`config.mk`:
```
export PLATFORM = sky130hd
export DESIGN_NAME = pipe_stage_reg
export DESIGN_NICKNAME = d
export VERILOG_FILES = /design/src/rtl/pipe_stage_reg.sv
export SDC_FILE = /design/constraint.sdc
export NUM_CORES = 1
export LEC_CHECK = 0
export CAP_MARGIN = 20
export CORE_AREA = 2 2 197 199
export DETAILED_ROUTE_END_ITERATION = 7
export DIE_AREA = 0 0 199 201
export PLACE_DENSITY = 0.86
export SLEW_MARGIN = 30
export SYNTH_ARGS = -nofsm -noshare
export SYNTH_HDL_FRONTEND = slang
export SYNTH_SLANG_ARGS = --single-unit
```
`constraint.sdc`:
```
create_clock -name CLK -period 1.55 [get_ports CLK]
set_input_delay 0.2325 -clock CLK [delete_from_list [all_inputs] [get_ports CLK]]
set_output_delay 0.2325 -clock CLK [all_outputs]
set_load 0.01 [all_outputs]
```
`src/rtl/pipe_stage_reg.sv`:
```
// Inter-stage pipeline register with valid/ready handshake, optional skid entry,
// hold (busywait) and flush. Empty slots present the bubble control word.
module pipe_stage_reg #(
    parameter int unsigned          DATA_W      = 160,
    parameter int unsigned          CTRL_W      = 24,
    parameter logic [CTRL_W-1:0]    CTRL_BUBBLE = '0,
    parameter int unsigned          SKID        = 1
) (
    input  logic              CLK,
    input  logic              reset,
    input  logic              flush,
    input  logic              hold,
    input  logic              in_valid,
    output logic              in_ready,
    input  logic [DATA_W-1:0] in_data,
    input  logic [CTRL_W-1:0] in_ctrl,
    output logic              out_valid,
    input  logic              out_ready,
    output logic [DATA_W-1:0] out_data,
    output logic [CTRL_W-1:0] out_ctrl,
    output logic [1:0]        occupancy
);

    logic              main_valid;
    logic [DATA_W-1:0] main_data;
    logic [CTRL_W-1:0] main_ctrl;
    logic              skid_valid;
    logic [DATA_W-1:0] skid_data;
    logic [CTRL_W-1:0] skid_ctrl;
    logic              accept;
    logic              emit;

    // With a skid entry, in_ready depends on registered state only.
    always_comb begin
        if (SKID != 0)
            in_ready = !skid_valid && !hold && !reset;
        else
            in_ready = (!main_valid || out_ready) && !hold && !reset;
    end

    assign accept    = in_valid && in_ready;
    assign emit      = main_valid && out_ready && !hold;
    assign out_valid = main_valid;
    assign out_data  = main_data;
    assign out_ctrl  = main_ctrl;
    assign occupancy = {1'b0, main_valid} + {1'b0, skid_valid};

    always_ff @(posedge CLK) begin
        if (reset) begin
            main_valid <= 1'b0;
            main_data  <= '0;
            main_ctrl  <= CTRL_BUBBLE;
            skid_valid <= 1'b0;
            skid_data  <= '0;
            skid_ctrl  <= CTRL_BUBBLE;
        end else if (flush) begin
            main_valid <= 1'b0;
            main_ctrl  <= CTRL_BUBBLE;
            skid_valid <= 1'b0;
        end else if (!hold) begin
            if (!main_valid || emit) begin
                // A held skid entry always drains before any newer input.
                if (skid_valid) begin
                    main_valid <= 1'b1;
                    main_data  <= skid_data;
                    main_ctrl  <= skid_ctrl;
                    skid_valid <= 1'b0;
                end else if (accept) begin
                    main_valid <= 1'b1;
                    main_data  <= in_data;
                    main_ctrl  <= in_ctrl;
                end else begin
                    main_valid <= 1'b0;
                    main_ctrl  <= CTRL_BUBBLE;
                end
            end else if (accept && (SKID != 0)) begin
                skid_valid <= 1'b1;
                skid_data  <= in_data;
                skid_ctrl  <= in_ctrl;
            end
        end
    end

endmodule
```
==> out/qor.yml, run 1 <==
timing:
  slew_violations: 0
  rsz0062_at_grt: "yes"
  achievable-frequency_mhz: 577
  layout_min_cycle_time_ps: 1730
  setup_violations: 334
  tightest_slew_ps: 336
  clock_skew_ps: 26.7
  fin_ws_ps: -183
  period_share: 1.12
  relSlewSlack: 0.776
  holdWs_ps: 99.2
  hold_violations: 0
global_route:
  use_met2: 0.408
  grt_pass1_wl_um: 73200
  gr-usage-met1: 0.267
  grt_overflow: 0
  grtUsageTotal: 0.230
  use_met3: 0.0549
  gr-max-usage-layer: "met2"
  grt_pass1_vias: 13600
  antenna_found_initial: 4
  grt_max_degree: 84
floorplanning:
  rows: 72
  core_um2: 38100
  start_util: 0.453
  io_pins: 378
  dieArea_um2: 40000
  die_w_um: 199
  die_h_um: 201
worst_setup_path:
  worst_setup_path_start_kind: "flop"
  critPathTopFamily: "buffers and inverters"
  crit_required_ps: 1980
  regToRegStartpoint: "skid_valid$_SDFFE_PP0P_"
  cp-end-kind: "flop"
  cp_data_arrival_time_ps: 2160
  worstReg2RegEnd: "skid_data[136]$_SDFFE_PP0P_"
  critPathMaxStageDelay_ps: 380
  cp.buffers_inverters: 4
  slowest_stage: "dfxtp_4"
  rrSetupSlack_ps: -180
  criticalPathCategory: "reg2reg"
  crit_fanout: 7
  ff2ff_path_depth: 7
  worstPathCellList: "buf_6 -> nor2_4 -> nand3_4 -> buf_4 -> buf_12 -> clkbuf_16 -> mux2_4"
final_layout:
  mostFrequentLayoutCell: "dfxtp_1"
  fin_nets: 2204
  fill_cells: 2667
  syn_to_final_growth_pct: 45.8
  fin_util: 0.660
  drive_above_1_share: 0.282
  final_cell_mix: "368 x dfxtp_1, 340 x nor2b_1, 199 x mux2_4, 188 x clkdlybuf4s50_1, 184 x dlygate4sd2_1"
logic_synthesis:
  ys_types: 27
  netlist_area_um2: 17200
  synth_nets: 1760
  synth_seq_cells: 370
  synth_top_area_frac: 0.429
  synthCells: 1569
  avgSynthCellArea_um2: 11.0
  ys_warn_count: 0
  synth.area.top_cells: "dfxtp_1 43%, mux2_2 16%, nor2b_1 12%"
  ys_seq_area_frac: 0.429
  synth_largest_area_cell: "dfxtp_1"
routing:
  vias_per_cell: 5.19
  wl_um: 52700
  vias: 13300
  drc_errors: 0
  drt_pass1_iterations: 4
  drt_iter0_drc: 566
  wl_per_cell_um: 20.6
  antenna_left: 0
run:
  max_cap_violations: 0
placed_design:
  dpl.hpwl_um: 30400
  io_buffers: 377
  gp_congestion: 0.827
clock_network:
  ctsHtreeMaxLevel: 2
  hold_buffers: 0
  clkSinkCount: 370
  clk_latency_ps: 560
  clk_pin_slew_worst_paths_ps: 70
  cts_buffer_depth: 3
  tritoncts: "done"
  cts_root_buf: "clkbuf_16"
  cts_buffers: 40
pwr:
  total_power_mw: 21.4
  vdd_ir_drop_max_mv: 0.676
  clockPowerShare: 0.456
  power-per-cell-area_nw_per_um2: 853
  comb_power_share: 0.093
  power_switching_mw: 4.93
  p_seq_frac: 0.452
  p_sw_frac: 0.230
  p_int_mw: 16.5
  p_leak_nw: 11.5
min_path:
  holdPathEnd: "skid_ctrl[22]$_SDFFE_PP0P_"
  min_from: "reset"
  hp-class: "in2reg"
  holdPathStages: 3
status:
  status: "complete, but fails checks"
  violations: "negative setup slack"
final cells by class:
| class | instances | area, um^2 | area share |
|---|---|---|---|
| multi-input combinational | 1078 | 9730 | 0.387 |
| clock buffer | 54 | 1130 | 0.0451 |
| clock inverter | 15 | 186 | 0.00741 |
| inverter | 2 | 7.51 | 0.000299 |
| timing repair buffer | 521 | 6010 | 0.239 |
| tap | 518 | 648 | 0.0258 |
| antenna | 3 | 7.51 | 0.000299 |
| sequential | 370 | 7410 | 0.295 |
per-layer routing:
layer	share of wire	vias to the layer above	wire length, um
li1	-	6186	-
met1	0.40	6559	21100
met2	0.50	435	26500
met3	0.062	119	3240
met4	0.035	0	1830
met5	0	-	0
timing repair:
item	CTS	global route
buffers inserted	22	8
endpoints found under the setup margin	377	362
resized for setup	279	133
hold endpoints to repair	0	0
pin swaps	3	3
gates cloned	12	23
power groups by stage:
stage / Sequential [mW] / Combinational [mW] / Clock, mW
final: 9.69 / 1.99 / 9.77
after global routing: 9.69 / 2.10 / 10.3
after CTS: 9.68 / 1.84 / 9.86
after detailed placement: 9.90 / 1.79 / 0
after global placement: 9.89 / 1.75 / 0
after floorplan: 9.93 / 0.708 / 0
logic make-up (layout without fill, tap and decap cells):
| kind of cell | count (synthesis) | after routing | synth area share |
|---|---|---|---|
| AO/OA/AOI/OAI | 31 | 31 | 0.0157 |
| adder cells (fa/ha/maj) | 1 | 1 | 0.000725 |
| buffers and inverters | 121 | 592 | 0.0365 |
| multiplexers | 528 | 528 | 0.353 |
| flip-flops | 370 | 370 | 0.429 |
| other | 0 | 3 | 0 |
| AND/OR/NAND/NOR | 518 | 518 | 0.165 |
stage by stage:
stage / setup TNS [ps] / worst slack, ps / std cells / cell area, um^2
5_1_grt: -33030 / -193 / 2561 / 25100
2_1_floorplan: 0 / 28.8 / 1569 / 17300
3_5_place_dp: -131890 / -436 / 2428 / 22100
4_1_cts: -21780 / -149 / 2531 / 24100
3_3_place_gp: -120030 / -461 / 2428 / 22100
6_report: -29450 / -183 / 2561 / 25100
Yosys cell counts:
cell / count
a21boi_0: 1
a21boi_2: 1
and3_1: 1
buf_1: 1
buf_2: 38
buf_4: 12
buf_6: 11
clkbuf_1: 57
dfxtp_1: 370
ha_1: 1
inv_1: 2
mux2_2: 240
mux2_4: 100
mux2i_1: 188
nand2b_1: 9
nand3_2: 1
nor2_1: 163
nor2b_1: 341
nor2b_2: 1
nor3_1: 1
nor3b_2: 1
o2111ai_1: 1
o211ai_1: 1
o211ai_2: 1
o21a_1: 1
o21ai_0: 1
o2bb2ai_1: 24
registers in the layout, indices dropped and copies added, names as in the netlist:
name and count:
out_valid 1, skid_ctrl 24, skid_valid 1, out_ctrl 24, skid_data 160, out_data 160
worst register-to-register path: stages (launching register included):
cell,delay [ps]
dfxtp_4,380
buf_6,140
nor2_4,140
nand3_4,150
buf_4,190
buf_12,140
clkbuf_16,180
mux2_4,290
worst max path at each step:
stage / startpoint / endpoint / depth (start not counted)
floorplan: out_valid$_SDFFE_PP0P_ / out_data[100]$_SDFFE_PP0P_ / 5
global placement: hold / in_ready / 4
detailed placement: hold / in_ready / 4
CTS: skid_valid$_SDFFE_PP0P_ / out_data[57]$_SDFFE_PP0P_ / 7
global route: skid_valid$_SDFFE_PP0P_ / skid_data[145]$_SDFFE_PP0P_ / 7
finish: skid_valid$_SDFFE_PP0P_ / skid_data[136]$_SDFFE_PP0P_ / 7
No activity file was read; power rests on OpenSTA's default activity.
==> inputs of run 2 (changes only) <==
- CORE_AREA: 2 2 197 199 -> 2 2 193 195
- CTS_BUF_LIST: not set -> sky130_fd_sc_hd__clkbuf_4
- DIE_AREA: 0 0 199 201 -> 0 0 195 197
- PLACE_DENSITY: 0.86 -> 0.89
- SLEW_MARGIN: 30 -> 25
==> run 2 against run 1 <==
Against the previous run:
- fmax fell by 6.9%
- combinational power rose by 9%
- register-to-register slack got worse by 70 ps
- final cell count rose by 3.1%
- the run still ends with negative setup slack left
- core utilization rose by 5.8 points
- first-iteration DRC count rose by 0.53%
- sequential power barely moved
- critical endpoint is now occupancy[0]
- clock skew rose by 38 ps
- via count rose by 6.1%
- clock power fell by 14%
- setup slack got worse by 130 ps
- sequential share of layout area fell by 0.30 points
==> out/qor.yml, run 2 (synthesis gave the netlist of run 1 again) <==
final_layout:
  final_area_um2: 26000  # was 25100 um^2
  final_cell_mix: "340 x nor2b_1, 257 x mux2_4, 219 x dfxtp_1, 188 x clkdlybuf4s50_1, 169 x mux2i_1"  # was 368 x dfxtp_1, 340 x nor2b_1, 199 x mux2_4, 188 x clkdlybuf4s50_1, 184 x dlygate4sd2_1
  instances_no_fill: 2640  # was 2561
  drive_above_1_share: 0.475  # was 0.282
  fin_util: 0.718  # was 0.660
  mostFrequentLayoutCell: "nor2b_1"  # was dfxtp_1
  fin_nets: 2292  # was 2204
  syn_to_final_growth_pct: 50.9  # was 45.8%
routing:
  vias: 14100  # was 13300
  drc_errors: 0  # unchanged
  vias_per_cell: 5.35  # was 5.19
  wl_um: 60100  # was 52700 um
  drt_pass1_iterations: 5  # was 4
  antenna_left: 0  # unchanged
  drt_iter0_drc: 569  # was 566
  wl_per_cell_um: 22.8  # was 20.6 um
global_route:
  grt_pass1_vias: 14300  # was 13600
  grt_pass1_wl_um: 75600  # was 73200 um
  grt_max_degree: 112  # was 84
  grt_overflow: 0  # unchanged
  antenna_found_initial: 2  # was 4
  grtUsageTotal: 0.248  # was 0.230
worst_setup_path:
  cpMostUsedCell: "buf_6"
  worstPathCellList: "buf_6 -> ha_4 -> buf_6"  # was buf_6 -> nor2_4 -> nand3_4 -> buf_4 -> buf_12 -> clkbuf_16 -> mux2_4
  crit_fanout: 2  # was 7
  cp_data_arrival_time_ps: 1630  # was 2160 ps
  cp.buffers_inverters: 2  # was 4
  crit_required_ps: 1320  # was 1980 ps
  regToRegStartpoint: "skid_valid$_SDFFE_PP0P_"  # unchanged
  critPathMaxStageDelay_ps: 330  # was 380 ps
  criticalPathCategory: "reg2out"  # was reg2reg
  slowest_stage: "dfxtp_2"  # was dfxtp_4
  cp-startpoint: "out_valid$_SDFFE_PP0P_"  # was skid_valid$_SDFFE_PP0P_
  worst_setup_path_start_kind: "flop"  # unchanged
  cp-end-kind: "primary output"  # was flop
  critPathTopFamily: "flip-flops"  # was buffers and inverters
floorplanning:
  die_h_um: 197  # was 201 um
  dieArea_um2: 38400  # was 40000 um^2
  die_w_um: 195  # was 199 um
  io_pins: 378  # unchanged
  core_um2: 36300  # was 38100 um^2
  rows: 70  # was 72
  start_util: 0.476  # was 0.453
timing:
  achievable-frequency_mhz: 537  # was 577 MHz
  slew_violations: 0  # unchanged
  relSlewSlack: 0.689  # was 0.776
  fin_ws_ps: -311  # was -183 ps
  tns_ps: -65730  # was -29450 ps
  clock_skew_ps: 64.6  # was 26.7 ps
  tightest_slew_ps: 464  # was 336 ps
  hold_violations: 0  # unchanged
  rsz0062_at_grt: "yes"  # unchanged
  setup_violations: 353  # was 334
  period_share: 1.20  # was 1.12
  layout_min_cycle_time_ps: 1860  # was 1730 ps
status:
  status: "complete, but fails checks"  # unchanged
  violations: "negative setup slack"  # unchanged
min_path:
  hp-class: "in2reg"  # unchanged
  min_from: "in_ctrl[21]"  # was reset
run:
  max_cap_violations: 0  # unchanged
pwr:
  power-per-cell-area_nw_per_um2: 780  # was 853 nW/um^2
  p_leak_nw: 11.7  # was 11.5 nW
  vdd_ir_drop_max_mv: 0.787  # was 0.676 mV
clock_network:
  tritoncts: "done"  # unchanged
  cts_buffers: 98  # was 40
  clk_latency_ps: 830  # was 560 ps
  clkSinkCount: 370  # unchanged
  cts_root_buf: "clkbuf_4"  # was clkbuf_16
  cts_buffer_depth: 3  # unchanged
  clk_pin_slew_worst_paths_ps: 80  # was 70 ps
  ctsHtreeMaxLevel: 3  # was 2
placed_design:
  place_inst: 2370  # was 2428
  gp_congestion: 0.791  # was 0.827
  post_dp_cell_area_um2: 21900  # was 22100 um^2
  dpl.hpwl_um: 29900  # was 30400 um
  io_buffers: 377  # unchanged
[run 2: layout make-up]
cell class / count / area [um^2]
Inverter: 2 / 7.51
Timing Repair Buffer: 551 / 6660
Clock buffer: 137 / 1030
Sequential cell: 370 / 7600
Antenna cell: 3 / 7.51
Multi-Input combinational cell: 1078 / 10000
Tap cell: 468 / 586
Fill cell: 2150 / 10200
Clock inverter: 31 / 130
[run 2: per-layer routing]
layer | vias to the layer above | GRT usage | part of all wire
li1 | 6413 | - | -
met1 | 6950 | 0.275 | 0.38
met2 | 561 | 0.444 | 0.51
met3 | 189 | 0.0780 | 0.065
met4 | 0 | 0.0947 | 0.045
met5 | - | 0 | 0
[run 2: per-stage QoR]
step	worst slack [ps]	hold WS [ps]	power, mW
after floorplan	28.8	376	10.6
after global placement	-487	447	11.6
after detailed placement	-504	453	11.7
after CTS	-336	0.494	19.9
after global routing	-398	-13.1	21.1
final	-311	51.6	20.3
[run 2: power breakdown]
| group | switching (mW) | total, mW | internal [mW] |
|---|---|---|---|
| Sequential | 0.0850 | 9.72 | 9.63 |
| Combinational | 0.952 | 2.16 | 1.20 |
| Clock | 4.38 | 8.45 | 4.07 |
[run 2: path summary, 6_finish.rpt]
check                                      to  slack (ps)  depth (start not counted)
setup / recovery                 occupancy[0]        -310                          3
hold / removal     skid_ctrl[21]$_SDFFE_PP0P_          50                          2
setup reg to reg  skid_data[122]$_SDFFE_PP0P_        -250                          7
hold reg to reg     out_ctrl[15]$_SDFFE_PP0P_         470                          1
[run 2: what timing repair did]
action                                  CTS  global route
setup buffers                            21            21
pin swaps                                 3             4
setup endpoints to repair               464           436
endpoints found under the hold margin    19             0
gates cloned                             19            42
hold buffers                              3             0
gates resized for setup                1046           318
==> inputs of run 3 (changes only) <==
- SLEW_MARGIN: 25 -> 20
==> results of run 3 <==
The final DEF is identical to that of run 2; final timing and power are the same.
